File: src/rtl/dmem_byte_streamer_if.sv
// Byte-stream and data-RAM read-port bundle for dmem_byte_streamer.
// The master side drives the RAM address and sources the byte stream.
interface dmem_byte_streamer_if;
  logic [31:0] mem_addr;
  logic [31:0] mem_rdata;
  logic        out_valid;
  logic        out_ready;
  logic [7:0]  out_data;
  logic        out_last;

  modport master (
    output mem_addr, out_valid, out_data, out_last,
    input  mem_rdata, out_ready
  );

  modport slave (
    input  mem_addr, out_valid, out_data, out_last,
    output mem_rdata, out_ready
  );
endinterface

File: src/rtl/dmem_byte_streamer.sv
// Walks a word-aligned data-RAM region over the read-only port and emits
// each word as four little-endian bytes on a valid/ready stream.
module dmem_byte_streamer #(
  parameter int unsigned MAX_WORDS = 1024,
  parameter int unsigned CNT_W     = 11
) (
  input  logic                 clk,
  input  logic                 rst_n,
  input  logic                 start,
  input  logic                 abort,
  input  logic [31:0]          base_addr,
  input  logic [CNT_W-1:0]     num_words,
  output logic                 busy,
  output logic                 done,
  dmem_byte_streamer_if.master bus
);

  if (CNT_W < $clog2(MAX_WORDS + 1)) begin : g_cnt_w_check
    $error("CNT_W cannot hold MAX_WORDS");
  end

  typedef enum logic [1:0] {
    S_IDLE  = 2'd0,
    S_FETCH = 2'd1,
    S_SEND  = 2'd2
  } state_t;

  state_t           state, state_d;
  logic [31:0]      ptr, ptr_d;
  logic [31:0]      word_reg, word_d;
  logic [1:0]       byte_idx, idx_d;
  logic [CNT_W-1:0] words_left, left_d;
  logic             busy_d, done_d;
  logic             valid_q, valid_d;
  logic             last_q, last_d;
  logic [7:0]       data_q, data_d;

  // State and datapath registers; stream outputs are registered copies
  // of the next-cycle view so they hold steady across stalls.
  always_ff @(posedge clk or negedge rst_n) begin
    if (!rst_n) begin
      state      <= S_IDLE;
      ptr        <= '0;
      word_reg   <= '0;
      byte_idx   <= '0;
      words_left <= '0;
      busy       <= 1'b0;
      done       <= 1'b0;
      valid_q    <= 1'b0;
      last_q     <= 1'b0;
      data_q     <= '0;
    end else begin
      state      <= state_d;
      ptr        <= ptr_d;
      word_reg   <= word_d;
      byte_idx   <= idx_d;
      words_left <= left_d;
      busy       <= busy_d;
      done       <= done_d;
      valid_q    <= valid_d;
      last_q     <= last_d;
      data_q     <= data_d;
    end
  end

  // Next-state and next-output logic.
  always_comb begin
    state_d = state;
    ptr_d   = ptr;
    word_d  = word_reg;
    idx_d   = byte_idx;
    left_d  = words_left;
    done_d  = 1'b0;

    unique case (state)
      S_IDLE: begin
        if (start) begin
          if (num_words != '0) begin
            ptr_d   = base_addr & 32'hFFFF_FFFC;
            left_d  = num_words;
            state_d = S_FETCH;
          end else begin
            done_d = 1'b1;
          end
        end
      end
      S_FETCH: begin
        if (abort) begin
          state_d = S_IDLE;
        end else begin
          word_d  = bus.mem_rdata;
          ptr_d   = ptr + 32'd4;
          idx_d   = 2'd0;
          state_d = S_SEND;
        end
      end
      S_SEND: begin
        if (abort) begin
          state_d = S_IDLE;
        end else if (valid_q && bus.out_ready) begin
          if (byte_idx != 2'd3) begin
            idx_d = byte_idx + 2'd1;
          end else if (words_left > CNT_W'(1)) begin
            // ptr already addresses the next word: prefetch with no bubble
            word_d = bus.mem_rdata;
            ptr_d  = ptr + 32'd4;
            left_d = words_left - CNT_W'(1);
            idx_d  = 2'd0;
          end else begin
            state_d = S_IDLE;
            done_d  = 1'b1;
          end
        end
      end
      default: state_d = S_IDLE;
    endcase

    busy_d  = (state_d != S_IDLE);
    valid_d = (state_d == S_SEND);
    data_d  = valid_d ? 8'(word_d >> {idx_d, 3'b000}) : 8'h00;
    last_d  = valid_d && (left_d == CNT_W'(1)) && (idx_d == 2'd3);
  end

  assign bus.mem_addr  = ptr;
  assign bus.out_valid = valid_q;
  assign bus.out_data  = data_q;
  assign bus.out_last  = last_q;

endmodule

File: src/flat_wrapper.sv
// flat-port wrapper written by rule: the top's interface ports become plain ports
module dmem_byte_streamer_flat 
#(
  parameter int unsigned MAX_WORDS = 1024,
  parameter int unsigned CNT_W     = 11
)
  (clk, rst_n, start, abort, base_addr, num_words, busy, done, bus_mem_addr, bus_out_valid, bus_out_data, bus_out_last, bus_mem_rdata, bus_out_ready);
  dmem_byte_streamer_if bus_i ();
  input  logic clk;
  input  logic rst_n;
  input  logic start;
  input  logic abort;
  input  logic [31:0] base_addr;
  input  logic [CNT_W-1:0] num_words;
  output logic busy;
  output logic done;
  output wire logic [$bits(bus_i.mem_addr)-1:0] bus_mem_addr;
  output wire logic [$bits(bus_i.out_valid)-1:0] bus_out_valid;
  output wire logic [$bits(bus_i.out_data)-1:0] bus_out_data;
  output wire logic [$bits(bus_i.out_last)-1:0] bus_out_last;
  input wire logic [$bits(bus_i.mem_rdata)-1:0] bus_mem_rdata;
  input wire logic [$bits(bus_i.out_ready)-1:0] bus_out_ready;
  assign bus_mem_addr = bus_i.mem_addr;
  assign bus_out_valid = bus_i.out_valid;
  assign bus_out_data = bus_i.out_data;
  assign bus_out_last = bus_i.out_last;
  assign bus_i.mem_rdata = bus_mem_rdata;
  assign bus_i.out_ready = bus_out_ready;
  dmem_byte_streamer #(.MAX_WORDS(MAX_WORDS), .CNT_W(CNT_W)) u_core (.clk(clk), .rst_n(rst_n), .start(start), .abort(abort), .base_addr(base_addr), .num_words(num_words), .busy(busy), .done(done), .bus(bus_i));
endmodule
File: config.mk
export PLATFORM = sky130hd
export DESIGN_NAME = dmem_byte_streamer_flat
export DESIGN_NICKNAME = d
export VERILOG_FILES = /design/src/rtl/dmem_byte_streamer_if.sv /design/src/rtl/dmem_byte_streamer.sv /design/src/flat_wrapper.sv
export SDC_FILE = /design/constraint.sdc
export NUM_CORES = 1
export LEC_CHECK = 0
export BUFFER_PORTS_ARGS = -buffer_cell sky130_fd_sc_hd__clkbuf_2
export CAP_MARGIN = 40
export CORE_AREA = 5 5 98 100
export DETAILED_ROUTE_END_ITERATION = 6
export DIE_AREA = 0 0 103 105
export PLACE_DENSITY = 0.83
export SYNTH_ARGS = -nofsm -noshare
export SYNTH_HDL_FRONTEND = slang
export SYNTH_SLANG_ARGS = --single-unit
File: constraint.sdc
create_clock -name clk -period 4.1 [get_ports clk]
set_input_delay 0.205 -clock clk [delete_from_list [all_inputs] [get_ports clk]]
set_output_delay 0.205 -clock clk [all_outputs]
set_load 0.02 [all_outputs]
==> metrics.md, run 1 <==
| Metric | Value |
|---|---|
| Outcome | `completed` |
| Overflow after GRT | `0` |
| Cell Rows | `34` |
| Setup Total Neg Slack | `0 ns` |
| Vias in the first global route | `~4.4k` |
| Final Routed Wirelength | `~13000 um` |
| Worst Path Buf+Inv | `1` |
| Chip width | `103 um` |
| Rel. slew slack | `49.7%` |
| Crit start category | `flop` |
| Resized cells post-CTS | `0` |
| Post-synthesis cell count | `503` |
| DRT iter0 DRCs | `~290` |
| Final GP Congestion | `about 0.89` |
| R2r setup slk | `between 0.8 and 0.9 ns` |
| Initial Util | `between 50% and 60%` |
| Top-area cell type share of the netlist area | `between 40% and 50%` |
| Max-slew violations | `0` |
| Worst Setup Path Type | `reg -> reg` |
| Avg Cell Area, Syn | `9.68 um^2` |
| Num CTS Buffers | `9` |
| Flops & latches, synth | `between 80 and 90` |
| Power per standard cell area | `778 nW/um^2` |
| Post-DRT Antenna Nets | `0` |
| Diode count | `0` |
| Clock period minus worst slack | `3.28 ns` |
| Comb pwr share | `52.1%` |
| Final Cell Area | `roughly 5800 um^2` |
| Number of remaining DRC errors | `0` |
| Net count reported at finish | `698` |
| Max reg flops | `32` |
| Yosys cell types | `64` |
| Layout cells sized above 1 | `between 20% and 30%` |
| Drt wl/cell | `between 15 and 20 um` |
| Psw | `around 2.1 mW` |
| Worst min-delay path category | `in -> reg` |
| CP required | `approximately 4.4 ns` |
| CTS tree | `done` |
| Pin count of the biggest net entering global routing | `between 60 and 70` |
| First-pass GRT wire length | `21600 um` |
| CTS max path bufs | `2` |
| Area growth, synth to finish | `18.8%` |
| Crit-path max FO | `22` |
| Max Clock Freq | `just over 0.3 GHz` |
| Seq/Total Area, Yosys | `between 40% and 50%` |
| CP max stage cell | `nor2b_1` |
| Crit share post-route | `about 80%` |
| Clock transition at the registers of the reported paths | `approximately 0.10 ns` |
| Full die area | `10800 um^2` |
| Drt pass-1 iters | `5` |
| Unrepaired setup endpoints after global routing | `false` |
| Final setup fails | `0` |
| Internal Power | `between 2 and 2.5 mW` |
| Core area | `8590 um^2` |
| Max-cap violations | `0` |
| Antenna violations before repair | `0` |
| CP cell instances | `inv_1 -> ha_1 -> nand2b_1 -> nor3_1 -> o31ai_1 -> o311ai_1 -> and3_1 -> nor2b_1 -> a22o_1` |
| VDD IR max | `between 0.3 and 0.4 mV` |
| Final Hold Vio Count | `0` |
| Postcts setup bufs | `0` |
| Final core utilization | `between 60% and 70%` |
| Synth Warn # | `0` |
| CP peak stage delay | `about 0.66 ns` |
| Maximum level of the CTS H-tree | `3` |
| Worst-Skew Late Latency | `0.36 ns` |
| Crit path capture type | `flop` |
| Top delay family on crit path | `simple AND/OR/NAND/NOR gates` |
| Main synth FF type | `dfrtp_1` |
| Die Span Y | `roughly 110 um` |
| Setup Skew | `around 0.013 ns` |
| Worst-Margin Slew | `~0.75 ns` |
| Cell taking the most area after synthesis | `dfrtp_1` |
| Total number of vias | `about 4.6k` |
| Area contributors post-synth | `dfrtp_1, a22o_1, a21oi_1` |
| Port-buffer cells | `119` |
| Vias/cell | `6.30` |
| Placed Area | `roughly 5600 um^2` |
| Clk sinks | `89` |
| Worst hold slack | `between 0.07 and 0.08 ns` |
| Post-Syn Area | `slightly below 5000 um^2` |
| Total GRT Usage | `between 20% and 30%` |
| I/O pins | `about 120` |
| Fillers | `between 600 and 700` |
| Reg power frac | `33.9%` |
| Sw Ratio | `47.7%` |
| DP HPWL | `approximately 9000 um` |
| Clock power frac | `about 14%` |
| Post-synth ARST share | `100%` |
| Number of synthesized flops with an enable pin | `0` |
| Clock Tree Root | `clkbuf_8` |
| Worst Path Arrival | `between 3 and 4 ns` |
| Leakage Power | `approximately 2.8 nW` |
==> cell usage in the layout, fill, tap and decap left out, types with 3 or more instances in the layout <==
cell type / count
clkbuf_2: 118
dfrtp_1: 89
a22o_1: 41
a21oi_1: 35
nand2_1: 34
o21ai_0: 29
o22ai_1: 25
nor2_1: 24
nand3_1: 23
inv_1: 20
and3_1: 14
a22oi_1: 12
mux2_2: 9
nor3_1: 9
clkbuf_8: 9
ha_1: 8
mux2i_1: 7
buf_4: 7
and2_1: 6
or2_2: 5
nor4_1: 5
nand4b_1: 5
a221o_1: 4
nand4_1: 4
and4_1: 4
nand2b_1: 4
or2_1: 3
a41oi_1: 3
a31oi_1: 3
a21o_1: 3
nand3b_1: 3
inv_6: 3
==> repair_timing <==
item / CTS / global route
hold endpoints to repair: 29 / 0
hold buffers: 1 / 0
setup endpoints to repair: 0 / 0
==> area by class of cell <==
cell class | instances | area [um^2] | area share [%]
inverter | 20 | 75.1 | 1.30
multi-input combinational | 362 | 2450 | 42.4
timing repair buffer | 128 | 692 | 12.0
tap | 108 | 135 | 2.34
sequential | 89 | 2230 | 38.5
clock buffer | 9 | 124 | 2.14
clock inverter | 7 | 76.3 | 1.32
==> tightest hold or removal path, cell delays in order <==
cell      delay, ns
clkbuf_2       0.09
nand2_1        0.05
nand2_1        0.06
==> per-stage QoR <==
stage / setup slack, ns / std cells / total power [mW]
2_1_floorplan: 1.46 / 504 / 3.17
3_3_place_gp: 1.07 / 704 / 3.73
3_5_place_dp: 0.953 / 705 / 3.83
4_1_cts: 0.955 / 722 / 4.46
5_1_grt: 0.718 / 723 / 4.84
6_report: 0.820 / 723 / 4.50
==> path summary, 6_finish.rpt <==
kind | from | endpoint | cells past startpoint
worst max-delay path | u_core.state[0] | u_core.bus.out_data[4] | 9
worst min-delay path | num_words[8] | u_core.words_left[8] | 3
worst max register to register | u_core.state[0] | u_core.bus.out_data[4] | 9
worst min register to register | u_core.word_reg[21] | u_core.word_reg[21] | 2
max in group asynchronous | rst_n | u_core.word_reg[19] | 3
min in group asynchronous | rst_n | u_core.bus.mem_addr[18] | 2
==> kinds of logic after synthesis <==
group / share of synthesized area [%]
and+or+nand+nor: 18.2
adders and majority gates: 2.06
other: 0.0770
xor gates and xnor gates: 0.360
buffers and inverters: 4.60
DFF: 45.8
muxes: 3.52
AOI/OAI and AO/OA: 25.5
==> power groups by stage <==
stage | logic, mW | clock network [mW] | registers (mW)
after floorplan | 1.51 | 0 | 1.66
after CTS | 2.31 | 0.635 | 1.51
final | 2.34 | 0.627 | 1.53
after global placement | 2.22 | 0 | 1.51
after detailed placement | 2.30 | 0 | 1.53
after global routing | 2.60 | 0.667 | 1.57
==> synth_stat cells, drive strengths merged, types with 4 or more instances <==
master / count
a21oi: 35
a221o: 4
a22o: 41
a22oi: 12
and2: 6
and3: 14
and4: 4
buf: 13
clkbuf: 20
dfrtp: 89
ha: 8
inv: 20
mux2: 9
mux2i: 7
nand2: 34
nand2b: 4
nand3: 23
nand4: 4
nand4b: 6
nor2: 24
nor3: 9
nor4: 6
o21ai: 29
o22ai: 25
or2: 9
==> per-layer routing <==
layer	wire [um]	vias up	part of all wire (%)	track usage (%)
li1	-	2125	-	-
met1	5400	2194	41	32.8
met2	6380	197	49	39.1
met3	957	37	7.3	5.46
met4	300	0	2.3	8.60
met5	0	-	0	0
Note: power is estimated with default switching activity, not from simulation.
==> inputs of run 2 (changes only) <==
Settings changed: CORE_AREA 5 5 98 100 to 5 5 101 103, DIE_AREA 0 0 103 105 to 0 0 106 108, PLACE_DENSITY 0.83 to 0.78.
Clock period 4.1 ns to 3.1 ns, I/O delays scaled along.
==> run 2 against run 1 <==
  * Non-clock buffer count grew 11
  * Count of clock-buffer cells in the layout is the same
  * Clock skew up 0.0063 ns
  * First-iteration DRC count down 19%
  * Worst setup slack got worse by 0.62 ns
  * Wire length is 0.55% higher
  * Largest power group unchanged
==> metrics.md, run 2 (synthesized netlist as in run 1, its figures left out) <==
| Metric | Value |
|---|---|
| Core area | `9110 um^2 (was 8590 um^2)` |
| Setup Total Neg Slack | `0 ns (unchanged)` |
| Top cell by count, worst path | `o21ai_0` |
| CP required | `3.33 ns (was 4.39 ns)` |
| Pin count of the biggest net entering global routing | `59 (was 61)` |
| Top delay family on crit path | `simple AND/OR/NAND/NOR gates (unchanged)` |
| R2r setup slk | `0.20 ns (was 0.82 ns)` |
| First-pass GRT wire length | `21500 um (was 21600 um)` |
| Area growth, synth to finish | `20.4% (was 18.8%)` |
| Worst min-delay path category | `in -> reg (unchanged)` |
| Final Hold Vio Count | `0 (unchanged)` |
| Clock transition at the registers of the reported paths | `0.10 ns (about the same)` |
| CP max stage cell | `and2_2 (was nor2b_1)` |
| Cell Rows | `35 (was 34)` |
| Most frequent cells in the layout | `clkbuf_2, dfrtp_1, a22o_1 (unchanged)` |
| Psw | `2.88 mW (was 2.14 mW)` |
| Final core utilization | `64.4% (was 67.3%)` |
| Final setup fails | `0 (unchanged)` |
| Drt wl/cell | `17.8 um (was 18.0 um)` |
| I/O pins | `124 (unchanged)` |
| Diode count | `0 (unchanged)` |
| Crit start category | `flop (unchanged)` |
| Maximum level of the CTS H-tree | `3 (unchanged)` |
| Placed Area | `5650 um^2 (was 5560 um^2)` |
| CP peak stage delay | `0.43 ns (was 0.66 ns)` |
| Resized cells post-CTS | `0 (unchanged)` |
| Commonest non-fill, non-tap cell in the layout | `clkbuf_2 (unchanged)` |
| Worst Path Buf+Inv | `2 (was 1)` |
| Reg2reg path depth | `10 (was 9)` |
| Dpl cells | `719 (was 705)` |
| Crit share post-route | `93.7% (was 80.0%)` |
| CTS max path bufs | `2 (unchanged)` |
| Crit path capture type | `flop (unchanged)` |
| Worst Setup Path Type | `reg -> reg (unchanged)` |
| DP HPWL | `9550 um (was 9260 um)` |
| Cell depth of the worst setup path | `10 (was 9)` |
| PnR Total Power | `6.03 mW (was 4.50 mW)` |
| Worst-Margin Slew | `0.735 ns (was 0.754 ns)` |
| Initial Util | `53.4% (was 56.6%)` |
| DRT iter0 DRCs | `236 (was 293)` |
| Max-slew violations | `0 (unchanged)` |
| Max reg flops | `32 (unchanged)` |
| Max Clock Freq | `0.344 GHz (was 0.305 GHz)` |
| Chip width | `106 um (was 103 um)` |
| Power per standard cell area | `1030 nW/um^2 (was 778 nW/um^2)` |
| Die Span Y | `108 um (was 105 um)` |
| Final Routed Wirelength | `13100 um (was 13000 um)` |
| Full die area | `11400 um^2 (was 10800 um^2)` |
| CTS tree | `done (unchanged)` |
| Hold_sp | `num_words[1] (was num_words[8])` |
| Unrepaired setup endpoints after global routing | `false (unchanged)` |
| Overflow after GRT | `0 (unchanged)` |
| Num CTS Buffers | `9 (unchanged)` |
| Vias/cell | `6.07 (was 6.30)` |
| Outcome | `completed (unchanged)` |
| Antenna violations before repair | `0 (unchanged)` |
| Final GP Congestion | `0.934 (was 0.891)` |
| Final Cell Area | `5860 um^2 (was 5780 um^2)` |
| Layout cells sized above 1 | `28.8% (was 27.5%)` |
| Dpl ws | `0.233 ns (was 0.953 ns)` |
| Clk sinks | `89 (unchanged)` |
| Final non-filler cell total | `737 (was 723)` |
| Leakage Power | `2.88 nW (was 2.83 nW)` |
| CP cell instances | `inv_1 -> ha_1 -> o21ba_2 -> and4bb_2 -> o21ai_0 -> and2_2 -> buf_4 -> nand3_1 -> o21ai_0 -> a21oi_1 (was inv_1 -> ha_1 -> nand2b_1 -> nor3_1 -> o31ai_1 -> o311ai_1 -> and3_1 -> nor2b_1 -> a22o_1)` |
| Worst hold slack | `0.0125 ns (was 0.0713 ns)` |
| Total GRT Usage | `22.9% (was 24.6%)` |
| Reg power frac | `33.4% (was 33.9%)` |
| Drt pass-1 iters | `5 (unchanged)` |
| Post-DRT Antenna Nets | `0 (unchanged)` |
| Vias in the first global route | `4474 (was 4436)` |
| CP Capture Point | `u_core.bus.mem_addr[11] (was u_core.bus.out_data[4])` |
| Net count reported at finish | `709 (was 698)` |
| Total number of vias | `4475 (was 4553)` |
| Reg-to-Reg End | `u_core.bus.mem_addr[11] (was u_core.bus.out_data[4])` |
| R2r startpoint | `u_core.words_left[1] (was u_core.state[0])` |
| Max-cap violations | `0 (unchanged)` |
| Worst Path Arrival | `3.14 ns (was 3.57 ns)` |
| Internal Power | `3.16 mW (was 2.35 mW)` |
| Sw Ratio | `47.7% (about the same)` |
| VDD IR max | `0.533 mV (was 0.399 mV)` |
| Clock power frac | `13.2% (was 14.0%)` |
| Crit-path max FO | `27 (was 22)` |
| Clock period minus worst slack | `2.90 ns (was 3.28 ns)` |
| Rel. slew slack | `51.0% (was 49.7%)` |
| Worst-Skew Late Latency | `0.37 ns (was 0.36 ns)` |
| Number of remaining DRC errors | `0 (unchanged)` |
| Worst setup margin | `0.195 ns (was 0.820 ns)` |
| Port-buffer cells | `119 (unchanged)` |
| Setup Skew | `0.0195 ns (was 0.0132 ns)` |
| Comb pwr share | `53.3% (was 52.1%)` |
| Critical path launch point | `u_core.words_left[1] (was u_core.state[0])` |
| Clock Tree Root | `clkbuf_8 (unchanged)` |
[run 2: changes by cell type in the layout (fill, tap and decap cells not counted), moves of 2 or more]
cell	delta
buf_4	+10
clkinv_4	+2
inv_6	-3
inv_8	+4
[run 2: worst min path at each step]
stage,to,depth (start not counted)
6_report,u_core.words_left[1],3
5_1_grt,u_core.words_left[1],3
4_1_cts,u_core.words_left[8],3
3_5_place_dp,u_core.bus.mem_addr[9],1
3_3_place_gp,u_core.bus.mem_addr[10],1
2_1_floorplan,u_core.bus.mem_addr[10],0
[run 2: worst min-delay path: cells and delay by family]
| kind | cells | cell delay, ns |
|---|---|---|
| buffers and inverters | 1 | 0.08 |
| AND/OR/NAND/NOR | 2 | 0.11 |
[run 2: repair_timing]
action / CTS / global route
hold buffers: 1 / 1
setup endpoints to repair: 0 / 0
buffers inserted: 0 / 0
endpoints found under the hold margin: 56 / 1
[run 2: power by group through the flow]
stage | Combinational [mW] | Clock [mW] | Sequential (mW)
2_1_floorplan | 1.99 | 0 | 2.20
3_3_place_gp | 3.08 | 0 | 2.00
3_5_place_dp | 3.19 | 0 | 2.03
4_1_cts | 3.21 | 0.811 | 2.01
5_1_grt | 3.52 | 0.872 | 2.08
6_report | 3.22 | 0.798 | 2.02
[run 2: cell type report]
type                            count  area [um^2]
Fill cell                         772         3250
Clock inverter                      7         70.1
Sequential cell                    89         2230
Inverter                           20         75.1
Multi-Input combinational cell    362         2450
Clock buffer                        9          124
Timing Repair Buffer              139          773
Tap cell                          111          139
[run 2: layer usage]
metal | vias up | share of wire (%) | routed length (um) | global-route usage [%]
met4 | 0 | 1.7 | 219 | 7.49
met3 | 19 | 6.3 | 831 | 5.25
met2 | 161 | 48 | 6320 | 37.4
met1 | 2151 | 44 | 5730 | 30.4
li1 | 2144 | - | - | -
met5 | - | 0 | 0 | 0
==> inputs of run 3 (changes only) <==
Settings changed: PLACE_DENSITY 0.78 to 0.81.
==> run 3 against run 2 <==
  * Core utilization increased by 0.34 points
  * Global-route usage increased by 0.60 points
  * Total power increased by 0.25%
  * Sequential share of layout area decreased by 0.20 points
  * Flip-flop and latch count unchanged
  * Critical path type unchanged
  * Critical path depth decreased by 2
==> metrics.md, run 3 (synthesized netlist as in run 1, its figures left out) <==
| Metric | Value |
|---|---|
| Max-cap violations | `0 (unchanged)` |
| CP required | `3.36 ns (was 3.33 ns)` |
| Vias/cell | `6.20 (was 6.07)` |
| Worst min-delay path category | `in -> reg (unchanged)` |
| Antenna violations before repair | `0 (unchanged)` |
| Clock Tree Root | `clkbuf_8 (unchanged)` |
| Unrepaired setup endpoints after global routing | `false (unchanged)` |
| Crit path capture type | `flop (unchanged)` |
| Core area | `9110 um^2 (unchanged)` |
| Maximum level of the CTS H-tree | `3 (unchanged)` |
| CTS tree | `done (unchanged)` |
| Net count reported at finish | `709 (unchanged)` |
| Diode count | `0 (unchanged)` |
| Clock transition at the registers of the reported paths | `0.11 ns (was 0.10 ns)` |
| Setup Total Neg Slack | `0 ns (unchanged)` |
| CTS max path bufs | `2 (unchanged)` |
| Crit share post-route | `92.5% (was 93.7%)` |
| Worst-Skew Late Latency | `0.37 ns (about the same)` |
| Post-cts hold buffer count | `3 (was 1)` |
| Final Hold Vio Count | `0 (unchanged)` |
| Post-DRT Antenna Nets | `0 (unchanged)` |
| Reg2reg path depth | `8 (was 10)` |
| DRT iter0 DRCs | `237 (was 236)` |
| Die Span Y | `108 um (unchanged)` |
| First-pass GRT wire length | `22000 um (was 21500 um)` |
| Crit-path max FO | `24 (was 27)` |
| R2r startpoint | `u_core.words_left[2] (was u_core.words_left[1])` |
| Hold_sp | `bus_mem_rdata[18] (was num_words[1])` |
| Vias in the first global route | `4559 (was 4474)` |
| R2r setup slk | `0.23 ns (was 0.20 ns)` |
| Overflow after GRT | `0 (unchanged)` |
| Total number of vias | `4570 (was 4475)` |
| Postcts setup bufs | `0 (unchanged)` |
| Number of remaining DRC errors | `0 (unchanged)` |
| Cell Rows | `35 (unchanged)` |
| Final Routed Wirelength | `13100 um (about the same)` |
| Clk sinks | `89 (unchanged)` |
| Max Clock Freq | `0.349 GHz (was 0.344 GHz)` |
| Leakage Power | `2.90 nW (was 2.88 nW)` |
| Clock period minus worst slack | `2.87 ns (was 2.90 ns)` |
| Max-slew violations | `0 (unchanged)` |
| Port-buffer cells | `119 (unchanged)` |
| VDD IR max | `0.625 mV (was 0.533 mV)` |
| Max reg flops | `32 (unchanged)` |
| Resized cells post-CTS | `0 (unchanged)` |
| Outcome | `completed (unchanged)` |
| Power per standard cell area | `1030 nW/um^2 (about the same)` |
| Rel. slew slack | `58.4% (was 51.0%)` |
| Final GP Congestion | `0.963 (was 0.934)` |
| WHS Path Cells | `3 (unchanged)` |
| Worst-Margin Slew | `0.619 ns (was 0.735 ns)` |
| Area growth, synth to finish | `21.1% (was 20.4%)` |
| Pin count of the biggest net entering global routing | `56 (was 59)` |
| Initial Util | `53.4% (unchanged)` |
| Chip width | `106 um (unchanged)` |
| Drt pass-1 iters | `5 (unchanged)` |
| Worst Hold Path EP | `u_core.word_reg[18] (was u_core.words_left[1])` |
| Worst Path Arrival | `3.13 ns (was 3.14 ns)` |
| DP HPWL | `9570 um (was 9550 um)` |
| Commonest non-fill, non-tap cell in the layout | `clkbuf_2 (unchanged)` |
| Crit start category | `flop (unchanged)` |
| Setup Skew | `0.0161 ns (was 0.0195 ns)` |
| Full die area | `11400 um^2 (unchanged)` |
| Most frequent cells in the layout | `clkbuf_2, dfrtp_1, a22o_1 (unchanged)` |
| PnR Total Power | `6.05 mW (was 6.03 mW)` |
| Total GRT Usage | `23.5% (was 22.9%)` |
| Layout cells sized above 1 | `28.6% (was 28.8%)` |
| Num CTS Buffers | `9 (unchanged)` |
| Drt wl/cell | `17.8 um (about the same)` |
| I/O pins | `124 (unchanged)` |
| Reg-to-Reg End | `u_core.bus.out_data[3] (was u_core.bus.mem_addr[11])` |
| Final setup fails | `0 (unchanged)` |
| Worst Setup Path Type | `reg -> reg (unchanged)` |
run 3: changes by cell type in the layout (fill, tap and decap cells not counted), sizes merged:
cell / previous run / this run
buf: 19 / 18
clkinvlp: 1 / 0
dlygate4sd3: 2 / 3
inv: 24 / 25
run 3: metrics by stage:
stage | util [%] | cell area, um^2 | worst slack (ns) | cells | hold slack [ns]
after floorplan | - | 4870 | 0.461 | 504 | -0.141
after global placement | 61.7 | 5620 | 0.343 | 716 | 0.368
after detailed placement | 62.1 | 5660 | 0.281 | 718 | 0.152
after CTS | 64.7 | 5890 | 0.249 | 737 | 0.0147
after global routing | 64.7 | 5890 | 0.0881 | 737 | 0.0144
final | 64.7 | 5890 | 0.232 | 737 | 0.0257
run 3: worst max-delay path by stage:
stage                                    start                 endpoint  slack (ns)  depth (start not counted)
after global routing      u_core.words_left[1]  u_core.bus.mem_addr[15]        0.09                          9
after CTS                 u_core.words_left[0]      u_core.bus.out_last        0.25                          8
after detailed placement  u_core.words_left[0]      u_core.bus.out_last        0.28                          8
final                     u_core.words_left[2]   u_core.bus.out_data[3]        0.23                          8
after global placement    u_core.words_left[0]      u_core.bus.out_last        0.34                          8
after floorplan           u_core.words_left[0]      u_core.bus.out_last        0.46                          9
run 3: report_power, final:
part | switching (mW) | leakage (nW) | internal (mW)
Sequential | 0.450 | 1.14 | 1.58
Clock | 0.498 | 0.104 | 0.325
Combinational | 1.95 | 1.65 | 1.25
run 3: per-layer routing:
| metal | vias to the layer above | share of wire (%) | global-route usage [%] |
|---|---|---|---|
| met5 | - | 0 | 0 |
| met4 | 0 | 2.0 | 8.33 |
| met3 | 26 | 6.5 | 5.49 |
| met2 | 167 | 49 | 38.0 |
| met1 | 2231 | 42 | 31.2 |
| li1 | 2146 | - | - |
run 3: final cells by class:
class,instances,area (um^2)
tap,111,139
sequential,89,2230
timing repair buffer,139,796
inverter,20,75.1
clock buffer,9,124
clock inverter,7,78.8
multi-input combinational,362,2450
fill,758,3220
run 3: worst max-delay path, cell delays in order, from the launching register on:
cell and delay, ns:
dfrtp_1 0.47, nor4_1 0.47, and4bb_2 0.50, o32ai_4 0.16, buf_8 0.19, a22o_1 0.27
or2_2 0.29, a22o_1 0.18, a22o_1 0.23
